==> src/rtl/icache_pkg.sv <==
// Shared types and width helpers for the direct-mapped instruction cache.
package icache_pkg;

  typedef enum logic [1:0] {
    IDLE     = 2'd0,
    MEM_READ = 2'd1,
    UPDATE   = 2'd2
  } state_t;

  function automatic int tag_w(input int index_bits, input int offset_bits);
    return 32 - index_bits - offset_bits;
  endfunction

  function automatic int words(input int offset_bits);
    return 1 << (offset_bits - 2);
  endfunction

  function automatic int block_w(input int offset_bits);
    return 8 << offset_bits;
  endfunction

  localparam int TAG_W   = tag_w(3, 4);
  localparam int WORDS   = words(4);
  localparam int BLOCK_W = block_w(4);

  localparam logic [31:0] NOP_WORD = 32'h0;

endpackage

==> src/rtl/icache_line_store.sv <==
// Data, tag and valid arrays of the cache. Valid bits reset asynchronously;
// tags and data are plain storage written one line at a time.
module icache_line_store
  import icache_pkg::*;
#(
  parameter int INDEX_BITS = 3,
  parameter int TAG_BITS   = 25,
  parameter int BLOCK_BITS = 128
) (
  input  logic                  i_clk,
  input  logic                  i_rst_n,
  input  logic [INDEX_BITS-1:0] i_rd_idx,
  output logic                  o_rd_valid,
  output logic [TAG_BITS-1:0]   o_rd_tag,
  output logic [BLOCK_BITS-1:0] o_rd_data,
  input  logic                  i_wr_en,
  input  logic [INDEX_BITS-1:0] i_wr_idx,
  input  logic [TAG_BITS-1:0]   i_wr_tag,
  input  logic [BLOCK_BITS-1:0] i_wr_data,
  input  logic                  i_inv_all
);

  localparam int LINES = 1 << INDEX_BITS;

  logic [LINES-1:0]      r_valid;
  logic [TAG_BITS-1:0]   r_tag  [LINES];
  logic [BLOCK_BITS-1:0] r_data [LINES];

  // A line written in the same edge as invalidate-all survives: the write comes last.
  always_ff @(posedge i_clk or negedge i_rst_n) begin
    if (!i_rst_n) begin
      r_valid <= '0;
    end else begin
      if (i_inv_all) r_valid <= '0;
      if (i_wr_en)   r_valid[i_wr_idx] <= 1'b1;
    end
  end

  always_ff @(posedge i_clk) begin
    if (i_wr_en) begin
      r_tag[i_wr_idx]  <= i_wr_tag;
      r_data[i_wr_idx] <= i_wr_data;
    end
  end

  assign o_rd_valid = r_valid[i_rd_idx];
  assign o_rd_tag   = r_tag[i_rd_idx];
  assign o_rd_data  = r_data[i_rd_idx];

endmodule

==> src/rtl/icache_controller.sv <==
// Direct-mapped read-only instruction cache: 0-cycle hits, block refill on miss,
// saturating hit/miss profiling counters.
module icache_controller
  import icache_pkg::*;
#(
  parameter int INDEX_BITS  = 3,
  parameter int OFFSET_BITS = 4,
  parameter int CNT_W       = 16
) (
  input  logic                          CLK,
  input  logic                          RESET,
  input  logic [31:0]                   PC_ADDRESS,
  input  logic                          INVALIDATE,
  output logic [31:0]                   INSTRUCTION,
  output logic                          CPU_BUSYWAIT,
  output logic                          MEM_READ,
  output logic [31-OFFSET_BITS:0]       MEM_ADDRESS,
  input  logic [(8<<OFFSET_BITS)-1:0]   MEM_READDATA,
  input  logic                          MEM_BUSYWAIT,
  output logic [CNT_W-1:0]              HIT_COUNT,
  output logic [CNT_W-1:0]              MISS_COUNT
);

  localparam int TAG_BITS   = tag_w(INDEX_BITS, OFFSET_BITS);
  localparam int BLOCK_BITS = block_w(OFFSET_BITS);
  localparam int WSEL_BITS  = OFFSET_BITS - 2;

  function automatic logic [CNT_W-1:0] sat_inc(input logic [CNT_W-1:0] v);
    return (&v) ? v : v + 1'b1;
  endfunction

  state_t r_state, w_next_state;

  logic                    r_mem_read;
  logic [31-OFFSET_BITS:0] r_mem_addr;
  logic                    r_first;
  logic [BLOCK_BITS-1:0]   r_block;
  logic [CNT_W-1:0]        r_hit_cnt, r_miss_cnt;

  logic [TAG_BITS-1:0]   w_tag;
  logic [INDEX_BITS-1:0] w_idx;
  logic [WSEL_BITS-1:0]  w_word;
  logic                  w_unused_pc;
  logic                  w_rd_valid;
  logic [TAG_BITS-1:0]   w_rd_tag;
  logic [BLOCK_BITS-1:0] w_rd_data;
  logic [BLOCK_BITS-1:0] w_shifted;
  logic                  w_hit, w_miss_start, w_capture, w_wr_en;

  assign w_tag       = PC_ADDRESS[31:OFFSET_BITS+INDEX_BITS];
  assign w_idx       = PC_ADDRESS[OFFSET_BITS+INDEX_BITS-1:OFFSET_BITS];
  assign w_word      = PC_ADDRESS[OFFSET_BITS-1:2];
  assign w_unused_pc = ^PC_ADDRESS[1:0];

  icache_line_store #(
    .INDEX_BITS (INDEX_BITS),
    .TAG_BITS   (TAG_BITS),
    .BLOCK_BITS (BLOCK_BITS)
  ) u_store (
    .i_clk      (CLK),
    .i_rst_n    (RESET),
    .i_rd_idx   (w_idx),
    .o_rd_valid (w_rd_valid),
    .o_rd_tag   (w_rd_tag),
    .o_rd_data  (w_rd_data),
    .i_wr_en    (w_wr_en),
    .i_wr_idx   (r_mem_addr[INDEX_BITS-1:0]),
    .i_wr_tag   (r_mem_addr[31-OFFSET_BITS:INDEX_BITS]),
    .i_wr_data  (r_block),
    .i_inv_all  (INVALIDATE)
  );

  // A pending invalidate turns what would be a hit into a miss.
  assign w_hit        = (r_state == IDLE) && w_rd_valid && (w_rd_tag == w_tag) && !INVALIDATE;
  assign w_miss_start = (r_state == IDLE) && !w_hit;
  assign w_capture    = (r_state == icache_pkg::MEM_READ) && !r_first && !MEM_BUSYWAIT;
  assign w_shifted    = w_rd_data >> {w_word, 5'd0};

  always_ff @(posedge CLK or negedge RESET) begin
    if (!RESET) r_state <= IDLE;
    else        r_state <= w_next_state;
  end

  always_comb begin
    w_next_state = r_state;
    w_wr_en      = 1'b0;
    CPU_BUSYWAIT = 1'b1;
    INSTRUCTION  = NOP_WORD;
    case (r_state)
      IDLE: begin
        if (w_hit) begin
          CPU_BUSYWAIT = 1'b0;
          INSTRUCTION  = w_shifted[31:0];
        end else begin
          w_next_state = icache_pkg::MEM_READ;
        end
      end
      icache_pkg::MEM_READ: begin
        if (w_capture) w_next_state = UPDATE;
      end
      UPDATE: begin
        w_wr_en      = 1'b1;
        w_next_state = IDLE;
      end
      default: w_next_state = IDLE;
    endcase
  end

  // r_first masks MEM_BUSYWAIT during the first MEM_READ cycle.
  always_ff @(posedge CLK or negedge RESET) begin
    if (!RESET) begin
      r_mem_read <= 1'b0;
      r_mem_addr <= '0;
      r_first    <= 1'b0;
      r_hit_cnt  <= '0;
      r_miss_cnt <= '0;
    end else begin
      if (w_hit) r_hit_cnt <= sat_inc(r_hit_cnt);
      if (w_miss_start) begin
        r_miss_cnt <= sat_inc(r_miss_cnt);
        r_mem_read <= 1'b1;
        r_mem_addr <= {w_tag, w_idx};
        r_first    <= 1'b1;
      end else if (r_state == icache_pkg::MEM_READ) begin
        r_first <= 1'b0;
        if (w_capture) r_mem_read <= 1'b0;
      end
    end
  end

  always_ff @(posedge CLK) begin
    if (w_capture) r_block <= MEM_READDATA;
  end

  assign MEM_READ    = r_mem_read;
  assign MEM_ADDRESS = r_mem_addr;
  assign HIT_COUNT   = r_hit_cnt;
  assign MISS_COUNT  = r_miss_cnt;

endmodule

==> config.mk <==
export PLATFORM = sky130hd
export DESIGN_NAME = icache_controller
export DESIGN_NICKNAME = d
export VERILOG_FILES = /design/src/rtl/icache_pkg.sv /design/src/rtl/icache_line_store.sv /design/src/rtl/icache_controller.sv
export SDC_FILE = /design/constraint.sdc
export NUM_CORES = 1
export LEC_CHECK = 0
export BUFFER_PORTS_ARGS = -buffer_cell sky130_fd_sc_hd__buf_2
export CAP_MARGIN = 20
export CORE_MARGIN = 4
export CORE_UTILIZATION = 57
export DETAILED_ROUTE_END_ITERATION = 8
export MAX_ROUTING_LAYER = met4
export PLACE_DENSITY = 0.76
export SETUP_SLACK_MARGIN = 0.3
export SLEW_MARGIN = 20
export SYNTH_ARGS = -nofsm -noshare
export SYNTH_HDL_FRONTEND = slang
export SYNTH_HIERARCHICAL = 1
export SYNTH_SLANG_ARGS = --single-unit
==> constraint.sdc <==
create_clock -name CLK -period 30.6 [get_ports CLK]
set_input_delay 4.59 -clock CLK [delete_from_list [all_inputs] [get_ports CLK]]
set_output_delay 4.59 -clock CLK [all_outputs]
set_load 0.005 [all_outputs]
==> results of run 1 <==
## cells by family after synthesis
family | share of synthesized area [%]
fa+ha+maj | 0.0462
compound gates | 0.208
simple gates | 1.38
mux | 18.0
buf+inv | 1.18
xor+xnor | 0.841
flops | 78.3
## through the flow
stage	instance area [um2]	utilization, %	cells	setup slack, ns	total power [mW]
5_1_grt	61300	65.4	3976	15.30	4.64
4_1_cts	61300	65.4	3969	15.59	4.51
6_report	61300	65.4	3976	15.89	4.47
3_3_place_gp	56800	60.6	3710	15.71	2.83
2_1_floorplan	54100	-	2268	18.64	2.70
3_5_place_dp	56800	60.6	3710	15.64	2.85
## metal layers
metal	routed length [um]	vias up	part of all wire (%)	track usage, %
met4	1910	0	1.7	5.72
li1	-	10300	-	-
met3	7570	155	6.8	3.99
met5	0	-	0	-
met2	56100	966	51	37.1
met1	45100	13000	41	31.9
## layout make-up
class                           count  area (um2)  share of cell area [%]
Antenna cell                        5        12.5                  0.0204
Clock inverter                     63         578                   0.942
Inverter                           14        52.6                  0.0857
Multi-Input combinational cell    724       11200                    18.2
Sequential cell                  1424       42400                    69.1
Timing Repair Buffer              296        1670                    2.73
Tap cell                         1254        1570                    2.56
Clock buffer                      196        3880                    6.33
## registers in the layout, indices dropped and copies added, names as in the netlist
signal           flops
u_store/r_tag      200
MEM_ADDRESS         28
HIT_COUNT           16
u_store/r_data    1024
u_store/r_valid      8
MISS_COUNT          16
r_first              1
r_block            128
r_state              2
MEM_READ             1
## cells in the mapped netlist (2+ instances only)
| cell type | number | area [um2] |
|---|---|---|
| dfrtp_1 | 72 | 1800 |
| mux2_1 | 20 | 225 |
| nand4_1 | 15 | 93.8 |
| a21oi_1 | 2 | 10.0 |
| nor2_1 | 14 | 52.6 |
| clkbuf_1 | 42 | 158 |
| xor2_1 | 26 | 228 |
| mux2_2 | 166 | 1870 |
| nor3_1 | 6 | 30.0 |
| xnor2_1 | 26 | 228 |
| buf_2 | 41 | 205 |
| and2_1 | 33 | 206 |
| buf_1 | 5 | 18.8 |
| nand2_1 | 12 | 45.0 |
| nand3_1 | 16 | 80.1 |
| o32ai_1 | 2 | 17.5 |
| inv_1 | 13 | 48.8 |
| mux4_2 | 340 | 7660 |
| nor4_1 | 6 | 37.5 |
| buf_6 | 18 | 203 |
| a211oi_1 | 2 | 15.0 |
| edfxtp_1 | 1352 | 40600 |
| and3_1 | 14 | 87.6 |
| nand2b_1 | 4 | 25.0 |
| o22ai_1 | 7 | 43.8 |
| ha_1 | 2 | 25.0 |
## final timing paths
path / start / slack (ns) / cells past startpoint / to
worst max-delay path: PC_ADDRESS[4] / 15.89 / 13 / CPU_BUSYWAIT
worst min-delay path: r_state[1] / 0.48 / 1 / r_state[0]
worst max register to register: u_store/r_tag[5][7] / 26.46 / 10 / MISS_COUNT[1]
worst min register to register: r_state[1] / 0.48 / 1 / r_state[0]
max in group asynchronous: RESET / 25.92 / 1 / MEM_ADDRESS[19]
min in group asynchronous: RESET / 4.01 / 1 / HIT_COUNT[4]
## power by group through the flow
stage               Combinational (mW)  Sequential, mW  Clock [mW]
floorplan                        0.195            2.50           0
global placement                 0.316            2.51           0
detailed placement               0.321            2.53           0
CTS                              0.322            2.49        1.69
global route                     0.339            2.51        1.78
finish                           0.316            2.49        1.66
## layout by cell type (no fill, tap or decap), types with 3 or more instances in the layout
| master | instances |
|---|---|
| inv_1 | 13 |
| nand3_1 | 16 |
| nand4_1 | 15 |
| clkinv_2 | 17 |
| and3_1 | 13 |
| inv_6 | 6 |
| xor2_1 | 26 |
| and2_1 | 33 |
| nor4_1 | 6 |
| bufinv_16 | 10 |
| nand2_1 | 12 |
| clkbuf_16 | 148 |
| nand2b_1 | 4 |
| mux2_1 | 20 |
| dfrtp_1 | 72 |
| buf_12 | 3 |
| clkbuf_1 | 48 |
| mux2_2 | 166 |
| buf_4 | 39 |
| o22ai_1 | 7 |
| clkinv_1 | 25 |
| edfxtp_1 | 1352 |
| nor3_1 | 4 |
| clkinvlp_4 | 4 |
| buf_2 | 250 |
| diode_2 | 5 |
| nor2_1 | 8 |
| mux4_2 | 340 |
| xnor2_1 | 26 |
| nor2_4 | 7 |
==> flow_summary.ini, run 1 <==
[outcome]
outcome = finished clean

[place]
dpl.hpwl_um = 58600
gp_congestion = 0.809
portBuffers = 255

[cts]
cts.sinks = 1424
clockBufferDepth = 3
cts_setup_buffers = 0
cts_hold_buf = 0
clk_pin_slew_worst_paths_ns = 0.06
cts_tree = yes
insertion_delay_ns = 0.73
cts_buffers = 144
post_cts_resized = 0
clockRootBuffer = clkbuf_16
htreeDepth = 4

[synthesis]
syn_area_um2 = 54100
synth_nets = 2434
ys.warnings.count = 6
synth-seq-cells = 1424
synth_cell_type_count = 38
synth-edff-count = 1352
synthFlopType = edfxtp_1
synth_cells = 2268
syn_area_per_cell_um2 = 23.9
ys_seq_area_share_pct = 78.3
ys_async_sr_fraction_pct = 5.06

[route]
drt-total-wl_um = 111000
dr.pass1.iters = 7
routedWlPerCell_um = 27.9
drt_iter0_markers = 2392
via_per_inst = 6.14
vias = 24400
drc = 0
ant_nets = 0

[worst_setup_path]
path_max_fanout = 49
crit_slowest_cell = buf_4
end_kind = output pin
cpMostUsedCell = buf_4
crit_chain = buf_8, buf_16, buf_4, buf_4, mux4_2, mux2_2, xor2_1, nor4_1, nand3_1, nor2_4, buf_4, inv_2, buf_2
path_class = in2out
cp.arrival_ns = 10.12
critical_path_required_ns = 26.01
crit_buf_inv = 7
cp-start-kind = input pin
cpPeakStageDelay_ns = 0.88
crit_family = buffers and inverters

[timing]
max-slew-margin-rel_pct = 27.7
period_share_pct = 48.1
finalSetupViolations = 0
hold_slack_ns = 0.477
finalHoldViolCount = 0
setup_tns_ns = 0
rsz0062_at_grt = no
min_period_ns = 14.71
maxSlewViolCount = 0
fmax_mhz = 68.0
worstMarginPinSlew_ns = 1.09
finalClockSkew_ns = 0.0304

[power]
p_sw_share_pct = 22.3
seqPwrFrac_pct = 55.8
p_sw_mw = 0.999
clock_power_share_pct = 37.2
combPwrFrac_pct = 7.1
p_int_mw = 3.47
p_leak_nw = 20.0
peakVddDrop_v = 0.0000460
power.density_nw_per_um2 = 72.9

[global_route]
grt_overflow_total = 0
antenna_found_initial = 11
grt_max_degree = 124
grt_pass1_vias = 25400
grt_pass1_wl_um = 165000
grt_usage_pct = 23.2

[floorplanning]
die_y_um = 316
core_um2 = 93700
rows = 112
die_x_um = 316
initial_core_util_pct = 57.8
io_pins = 258
die_area_um2 = 100000

[hold_path]
hp-class = reg2reg

[finish]
drive_gt1_share_pct = 36.9
fin_nets = 2770
area_growth_pct = 13.3
fillCellCount = 5814

[flow_run]
max_cap_violations = 0
(Power assumes the default switching activity.)
==> run 2: changes to the inputs <==
Settings changed: CORE_UTILIZATION 57 to 55.
Clock period 30.6 ns to 13.4 ns, I/O delays scaled along.
==> run 2 against run 1 <==
Against the previous run: hold slack improved by 0.013 ns; clock skew decreased by 0.0043 ns; global-route usage decreased by 0.47 points; power increased by 130%.
==> flow_summary.ini, run 2 (synthesis gave the netlist of run 1 again) <==
[outcome]
outcome = finished clean

[place]
portBuffers = 255
gp_congestion = 0.767
dpl.hpwl_um = 58500
placed_cells = 3732
dpl_cell_area_um2 = 56800

[global_route]
grt_max_degree = 151
grt_pass1_vias = 25900
grt_pass1_wl_um = 168000
antenna_found_initial = 11
grt_overflow_total = 0
grt_usage_pct = 22.7

[worst_setup_path]
r2r_cells = 10
crit_buf_inv = 5
timing.rr.end = MISS_COUNT[1]
end_kind = output pin
critical_path_required_ns = 11.39
path_max_fanout = 69
crit_slowest_cell = nor2_4
r2r-start = u_store/r_tag[6][17]
cp.arrival_ns = 6.92
cp-start-kind = input pin
cpPeakStageDelay_ns = 0.72
cp_num_cells = 11
r2r_slack_ns = 9.14
path_class = in2out
crit_chain = buf_8, buf_6, mux4_2, mux2_2, xor2_1, nor4_1, nand3_1, nor2_4, buf_4, inv_2, buf_2
crit_family = buffers and inverters

[timing]
period_share_pct = 66.6
rsz0062_at_grt = no
worstMarginPinSlew_ns = 1.13
setup_tns_ns = 0
finalSetupViolations = 0
min_period_ns = 8.93
max-slew-margin-rel_pct = 24.9
finalClockSkew_ns = 0.0262
maxSlewViolCount = 0
fmax_mhz = 112
finalHoldViolCount = 0

[power]
p_sw_mw = 2.33
peakVddDrop_v = 0.000116
power.density_nw_per_um2 = 166
p_int_mw = 7.88
combPwrFrac_pct = 7.1
p_leak_nw = 20.0
clock_power_share_pct = 37.2
p_sw_share_pct = 22.9
seqPwrFrac_pct = 55.7

[cts]
cts.sinks = 1424
htreeDepth = 4
cts_buffers = 140
clockBufferDepth = 3
cts_tree = yes
clockRootBuffer = clkbuf_16
insertion_delay_ns = 0.74
post_cts_resized = 0
cts_hold_buf = 0
cts_setup_buffers = 0
clk_pin_slew_worst_paths_ns = 0.06

[finish]
largest_reg_flops = 1024
top_regs = u_store/r_data x1024, u_store/r_tag x200, r_block x128
fin_cells = 3999
drive_gt1_share_pct = 37.5
layout_common_cells = edfxtp_1, mux4_2, buf_2, mux2_2, clkbuf_16
fin_nets = 2764
final_common_cell = edfxtp_1
top_register = u_store/r_data
fin_util_pct = 63.2
area_growth_pct = 13.3
final_area_um2 = 61300

[hold_path]
hp-class = reg2reg
hold_depth = 1
whs_endpoint = r_state[0]
hp-start = r_state[1]

[floorplanning]
io_pins = 258
core_um2 = 97100
initial_core_util_pct = 55.7
die_y_um = 322
die_area_um2 = 104000
rows = 114
die_x_um = 322

[route]
routedWlPerCell_um = 28.1
dr.pass1.iters = 5
ant_nets = 0
drc = 0
drt-total-wl_um = 112000
drt_iter0_markers = 2551
vias = 24600
via_per_inst = 6.14

[flow_run]
max_cap_violations = 0
==> run 2: cell count changes in the layout (fill, tap and decap cells not counted), moves of 3 or more <==
cell / previous run / this run
clkbuf_1: 48 / 29
clkinv_2: 17 / 25
diode_2: 5 / 11
clkbuf_16: 148 / 143
clkbuf_8: 0 / 4
clkinv_8: 1 / 4
clkinvlp_4: 4 / 7
inv_16: 0 / 3
==> run 2: layout make-up <==
cell class,count,area [um2]
Timing Repair Buffer,294,1630
Fill cell,6182,35800
Sequential cell,1424,42400
Multi-Input combinational cell,724,11200
Clock inverter,80,728
Tap cell,1276,1600
Inverter,14,52.6
Clock buffer,176,3740
Antenna cell,11,27.5
==> run 2: per-stage QoR <==
step	hold WS (ns)	power [mW]	worst slack, ns
6_report	0.489	10.2	4.47
5_1_grt	0.510	10.6	4.05
4_1_cts	0.489	10.3	3.99
3_5_place_dp	0.480	6.52	3.99
3_3_place_gp	0.455	6.45	4.13
2_1_floorplan	0.441	6.17	1.44
==> run 2: worst max-delay path by stage <==
stage                       start                    to
finish              PC_ADDRESS[4]          CPU_BUSYWAIT
global route        PC_ADDRESS[4]          CPU_BUSYWAIT
CTS                 PC_ADDRESS[4]          CPU_BUSYWAIT
detailed placement  PC_ADDRESS[4]          CPU_BUSYWAIT
global placement    PC_ADDRESS[4]          CPU_BUSYWAIT
floorplan              r_state[1]  u_store/r_data[0][0]
==> run 2: worst register-to-register path: stages, from the launching register on <==
cell and delay, ns:
edfxtp_1 0.38, mux4_2 0.46, mux2_2 0.29, xor2_1 0.15, nor4_1 0.51, nand3_1 0.42, nor2_4 0.73, buf_4 0.44
inv_2 0.24, nand3_1 0.19, mux2_2 0.34
==> run 2: power by group through the flow <==
stage          sequential [mW]  combinational, mW  clock, mW
3_5_place_dp              5.78              0.734          0
6_report                  5.69              0.726       3.79
2_1_floorplan             5.72              0.445          0
5_1_grt                   5.74              0.778       4.06
3_3_place_gp              5.72              0.724          0
4_1_cts                   5.69              0.742       3.87
==> run 2: metal layers <==
metal	routed length [um]	track usage, %	share of wire (%)	up-vias
met4	2420	6.56	2.2	0
met1	45200	30.7	40	13100
met2	56600	36.4	50	1030
met5	0	-	0	-
met3	7960	3.95	7.1	167
li1	-	-	-	10200
